--- config.mk ---
export PLATFORM = sky130hd
export DESIGN_NAME = bcd_counter_disp
export DESIGN_NICKNAME = d
export VERILOG_FILES = /design/src/rtl/bcd_pkg.sv /design/src/rtl/bcd_digit.sv /design/src/rtl/bcd_counter_disp.sv
export SDC_FILE = /design/constraint.sdc
export NUM_CORES = 1
export LEC_CHECK = 0
export ABC_AREA = 1
export BUFFER_PORTS_ARGS = -buffer_cell sky130_fd_sc_hd__buf_4
export CAP_MARGIN = 20
export CORE_ASPECT_RATIO = 0.75
export CORE_MARGIN = 4
export CORE_UTILIZATION = 45
export CTS_BUF_LIST = sky130_fd_sc_hd__clkbuf_4 sky130_fd_sc_hd__clkbuf_8 sky130_fd_sc_hd__clkbuf_16
export DETAILED_ROUTE_END_ITERATION = 12
export PLACE_DENSITY = 0.66
export RECOVER_POWER = 50
export SETUP_SLACK_MARGIN = 0.2
export SLEW_MARGIN = 30
export SYNTH_ARGS = -nofsm -noshare
export SYNTH_HDL_FRONTEND = slang
export SYNTH_SLANG_ARGS = --single-unit
--- constraint.sdc ---
create_clock -name clk -period 3.3 [get_ports clk]
set_clock_uncertainty 0.05 [all_clocks]
set_input_delay 0.33 -clock clk [delete_from_list [all_inputs] [get_ports clk]]
set_output_delay 0.33 -clock clk [all_outputs]
set_load 0.05 [all_outputs]
--- src/rtl/bcd_pkg.sv ---
// bcd_pkg: shared constants, active-low 7-segment glyphs and BCD decode for the BCD counter display
package bcd_pkg;
  localparam int NDIG_MAX = 8;
  localparam logic [7:0] SEG_BLANK = 8'hFF;
  localparam logic [7:0] SEG_0 = 8'hC0;
  localparam logic [7:0] SEG_1 = 8'hF9;
  localparam logic [7:0] SEG_2 = 8'hA4;
  localparam logic [7:0] SEG_3 = 8'hB0;
  localparam logic [7:0] SEG_4 = 8'h99;
  localparam logic [7:0] SEG_5 = 8'h92;
  localparam logic [7:0] SEG_6 = 8'h82;
  localparam logic [7:0] SEG_7 = 8'hF8;
  localparam logic [7:0] SEG_8 = 8'h80;
  localparam logic [7:0] SEG_9 = 8'h90;
  function automatic logic [7:0] bcd_to_seg(input logic [3:0] d);
    case (d)
      4'd0: return SEG_0;
      4'd1: return SEG_1;
      4'd2: return SEG_2;
      4'd3: return SEG_3;
      4'd4: return SEG_4;
      4'd5: return SEG_5;
      4'd6: return SEG_6;
      4'd7: return SEG_7;
      4'd8: return SEG_8;
      4'd9: return SEG_9;
      default: return SEG_BLANK;
    endcase
  endfunction
endpackage

--- src/rtl/bcd_digit.sv ---
// bcd_digit: combinational single-digit BCD step with carry/borrow in and out
module bcd_digit (
  input  logic [3:0] d,
  input  logic       ci,
  input  logic       up,
  output logic [3:0] nxt,
  output logic       co
);
  assign co  = ci && (up ? d == 4'd9 : d == 4'd0);
  assign nxt = !ci ? d : co ? (up ? 4'd0 : 4'd9) : up ? d + 4'd1 : d - 4'd1;
endmodule

--- src/rtl/bcd_counter_disp.sv ---
// bcd_counter_disp: N-digit BCD up/down counter with muxed 7-seg drive; LEADING_ZERO_BLANK_EN blanks leading zeros
module bcd_counter_disp
  import bcd_pkg::*;
#(
  parameter int NDIG     = 4,
  parameter int SCAN_DIV = 50000
) (
  input  logic                clk,
  input  logic                reset,
  input  logic                clr,
  input  logic                load,
  input  logic [4*NDIG-1:0]   load_val,
  input  logic                en,
  input  logic                up,
  output logic [4*NDIG-1:0]   bcd_out,
  output logic                carry,
  output logic                load_err,
  output logic [NDIG-1:0]     an,
  output logic [7:0]          seg
);
  localparam int IW = NDIG > 1 ? $clog2(NDIG) : 1;
  localparam int SW = $clog2(SCAN_DIV);
  logic [4*NDIG-1:0] nxt, san;
  logic [NDIG:0]     c;
  logic [NDIG-1:0]   bad;
  logic [3:0]        dig [NDIG];
  logic [SW-1:0]     scan;
  logic [IW-1:0]     idx;
  logic              tc;
  logic [7:0]        seg_nxt;
  assign c[0] = en;
  genvar k;
  generate
    for (k = 0; k < NDIG; k++) begin : g_dig
      bcd_digit u_dig (
        .d  (bcd_out[4*k+:4]),
        .ci (c[k]),
        .up (up),
        .nxt(nxt[4*k+:4]),
        .co (c[k+1])
      );
      assign bad[k]        = load_val[4*k+:4] > 4'd9;
      assign san[4*k+:4]   = bad[k] ? 4'd0 : load_val[4*k+:4];
      assign dig[k]        = bcd_out[4*k+:4];
    end
  endgenerate
  // With en low every ci is 0, so nxt already equals bcd_out and the count holds.
  always_ff @(posedge clk or posedge reset)
    if (reset) begin
      bcd_out  <= '0;
      carry    <= 1'b0;
      load_err <= 1'b0;
    end else begin
      bcd_out  <= clr ? '0 : load ? san : nxt;
      carry    <= !clr && !load && c[NDIG];
      load_err <= !clr && load && |bad;
    end
`ifdef LEADING_ZERO_BLANK_EN
  logic [NDIG-1:0] lz;
  always_comb begin
    lz[NDIG-1] = dig[NDIG-1] == 4'd0;
    for (int i = NDIG - 2; i >= 0; i--) lz[i] = lz[i+1] && dig[i] == 4'd0;
  end
  assign seg_nxt = (idx != '0 && lz[idx]) ? SEG_BLANK : bcd_to_seg(dig[idx]);
`else
  assign seg_nxt = bcd_to_seg(dig[idx]);
`endif
  assign tc = scan == SW'(SCAN_DIV - 1);
  always_ff @(posedge clk or posedge reset)
    if (reset) begin
      scan <= '0;
      idx  <= '0;
      an   <= '1;
      seg  <= SEG_BLANK;
    end else begin
      scan <= tc ? '0 : scan + 1'b1;
      idx  <= !tc ? idx : idx == IW'(NDIG - 1) ? '0 : idx + 1'b1;
      an   <= ~(NDIG'(1) << idx);
      seg  <= seg_nxt;
    end
endmodule

==> flow_summary.json <==
{
  "ys_warn_count": 0,
  "fin_setup_tns_ns": 0,
  "placedCellCount": 534,
  "ys_seq_area_frac": 0.386,
  "timing.final.ws_setup_ns": 1.41,
  "syn-num-nets": 451,
  "rows": 25,
  "tightest_slew_ns": 2.10,
  "synth.avg_cell_area_sq_um": 7.57,
  "dp_hpwl_mm": 5.98,
  "antennaDiodeCount": 0,
  "violations": "capacitance limit, slew limit",
  "layout_common_cells": "nand2_1, inv_1, nor2_1, buf_4, dfrtp_1",
  "fin_nets": 504,
  "grt_pass1_wl_mm": 13.0,
  "crit_start": "idx[1]",
  "switchingPower_mw": 0.598,
  "timing.reg2reg.setup_slack_ns": 1.41,
  "clkLatencyLatePin_ns": 0.29,
  "cp-start-kind": "flip-flop",
  "chipWidth_um": 104,
  "cts_tree": "done",
  "max_freq_mhz": 528,
  "io_pins": 52,
  "wl_mm": 7.63,
  "r2r-end": "seg[5]",
  "p_leak_nw": 1.83,
  "root_buffer": "clkbuf_8",
  "reg2reg_depth": 8,
  "min_path_type": "in2reg",
  "grt_pass1_vias": 2637,
  "mostFrequentLayoutCell": "nand2_1",
  "vias": 2799,
  "final_core_util": 0.562,
  "ant_nets": 0,
  "ys_types": 38,
  "p_sw_frac": 0.351,
  "die_area_sq_um": 8240,
  "drc": 0,
  "initial_core_util": 0.476,
  "antenna_found_initial": 0,
  "syn_inst": 407,
  "worstSetupPathType": "reg2reg",
  "critPathRequiredTime_ns": 3.46,
  "drive_above_1_share": 0.167,
  "synthFlopType": "dfrtp_1",
  "slew_viol_final": 48,
  "vdd_drop_max_mv": 0.249,
  "cts_buffers": 5,
  "core_sq_um": 6470,
  "syn-cell-area_sq_um": 3080,
  "power_density_nw_per_um2": 468,
  "relSlewSlack": -0.409,
  "period_needed_ns": 1.89,
  "regToRegStartpoint": "idx[1]",
  "combPwrFrac": 0.306,
  "internal-power_mw": 1.10,
  "cap_violations": 1,
  "die_y_um": 79.6,
  "cts_max_level": 2,
  "rsz0062_at_grt": "no",
  "gp_congestion": 0.883,
  "grt_max_degree": 48,
  "end_kind": "flip-flop",
  "ys_ff_latch": 47,
  "post_cts_buffers": 0,
  "area_growth_pct": 18.1,
  "async_reset_ff_frac": 1.00,
  "crit_path_end": "seg[5]",
  "post-route-period-util": 0.574,
  "io_buffers": 50,
  "power_frac_clock": 0.295,
  "setup_violations": 0,
  "viasPerCell": 5.16,
  "worstPathArrival_ns": 2.05,
  "track_usage": 0.195,
  "drt-initial-drc-count": 171,
  "power_frac_seq": 0.399,
  "cts_buffer_depth": 2,
  "pre_cts_slack_ns": 1.19,
  "post_drt_wl_per_cell_um": 14.1,
  "cp_max_fo": 8,
  "outcome": "complete, but fails checks",
  "clk_pin_slew_ns": 0.09,
  "fin_cells": 542,
  "dr.pass1.iters": 5,
  "finalHoldViolations": 0,
  "cts_hold_buf": 0,
  "synth_edf_count": 0,
  "cts_resized": 0,
  "clock_sinks": 47,
  "holdWs_ns": 0.305,
  "grt_overflow": 0
}
==> cell families (layout without fill, tap and decap cells) <==
logic type | after synthesis | count (layout) | synth area share
simple gates | 191 | 191 | 0.273
compound gates | 71 | 71 | 0.128
buf+inv | 65 | 119 | 0.0845
flops | 47 | 47 | 0.386
fa+ha+maj | 22 | 22 | 0.0991
xor+xnor | 10 | 10 | 0.0284
other cells | 1 | 1 | 0.00122
==> synth_stat cells (2+ instances only) <==
| cell type | number | area (sq um) |
|---|---|---|
| dfrtp_1 | 36 | 901 |
| inv_1 | 57 | 214 |
| o21ai_1 | 2 | 10.0 |
| a22oi_1 | 2 | 15.0 |
| nand2_1 | 88 | 330 |
| ha_1 | 18 | 225 |
| o211ai_1 | 2 | 15.0 |
| or2_1 | 2 | 12.5 |
| inv_2 | 4 | 15.0 |
| xor2_1 | 7 | 61.3 |
| nor3b_1 | 2 | 15.0 |
| fa_1 | 4 | 80.1 |
| buf_4 | 2 | 15.0 |
| dfstp_2 | 11 | 289 |
| nand3_1 | 16 | 80.1 |
| xnor2_1 | 3 | 26.3 |
| nor4_1 | 2 | 12.5 |
| nand4_1 | 7 | 43.8 |
| nand2_2 | 3 | 18.8 |
| nor2_1 | 54 | 203 |
| o21ai_0 | 25 | 125 |
| nor2_4 | 3 | 33.8 |
| o22ai_1 | 2 | 12.5 |
| a31oi_1 | 6 | 37.5 |
| nand3_2 | 2 | 20.0 |
| a21oi_1 | 27 | 135 |
| nor3_1 | 9 | 45.0 |
==> through the flow <==
| stage | total power, mW | cell area (sq um) |
|---|---|---|
| floorplan | 1.06 | 3080 |
| global placement | 1.21 | 3520 |
| global route | 1.80 | 3640 |
| finish | 1.70 | 3640 |
| detailed placement | 1.22 | 3530 |
| CTS | 1.73 | 3660 |
==> worst max-delay path: stages, from the launching register on <==
cell and delay [ns]:
dfrtp_1 0.47, inv_1 0.17, a21oi_1 0.19, o21ai_0 0.11, nand2_1 0.19, inv_1 0.11
ha_1 0.20, o21ai_0 0.19, o21ai_0 0.11
==> flip-flops by register name, summed over array words and instances (netlist names) <==
signal    cells
bcd_out      16
scan         16
seg           7
an            4
idx           2
carry         1
load_err      1
==> per-layer routing <==
layer | vias to the layer above | track usage | part of all wire
li1 | 1416 | - | -
met1 | 1298 | 0.294 | 0.51
met4 | 0 | 0.0345 | 0.0037
met2 | 83 | 0.293 | 0.42
met3 | 2 | 0.0364 | 0.059
met5 | - | 0 | 0
==> worst min path at each step <==
stage | cells past startpoint | end | slack [ns] | startpoint
after global placement | 1 | scan[0] | 0.40 | scan[0]
after CTS | 2 | bcd_out[8] | 0.07 | reset
after global routing | 3 | bcd_out[0] | 0.30 | load_val[0]
final | 3 | bcd_out[6] | 0.31 | load_val[6]
after detailed placement | 2 | bcd_out[9] | 0.40 | reset
after floorplan | 1 | scan[0] | 0.38 | scan[0]
==> layout make-up <==
type                       instances  area (sq um)
fill                             643          2840
multi-input combinational        295          1630
sequential                        47          1190
timing repair buffer              50           349
inverter                          61           230
tap                               81           101
clock buffer                       6          76.3
clock inverter                     2          60.1
==> power by group through the flow <==
stage                     clock network (mW)  logic, mW  registers (mW)
after floorplan                            0      0.223           0.833
after global placement                     0      0.518           0.690
after detailed placement                   0      0.525           0.691
after CTS                              0.518      0.529           0.680
after global routing                   0.547      0.569           0.687
final                                  0.503      0.520           0.679
Power figures use the tool's default switching activity.
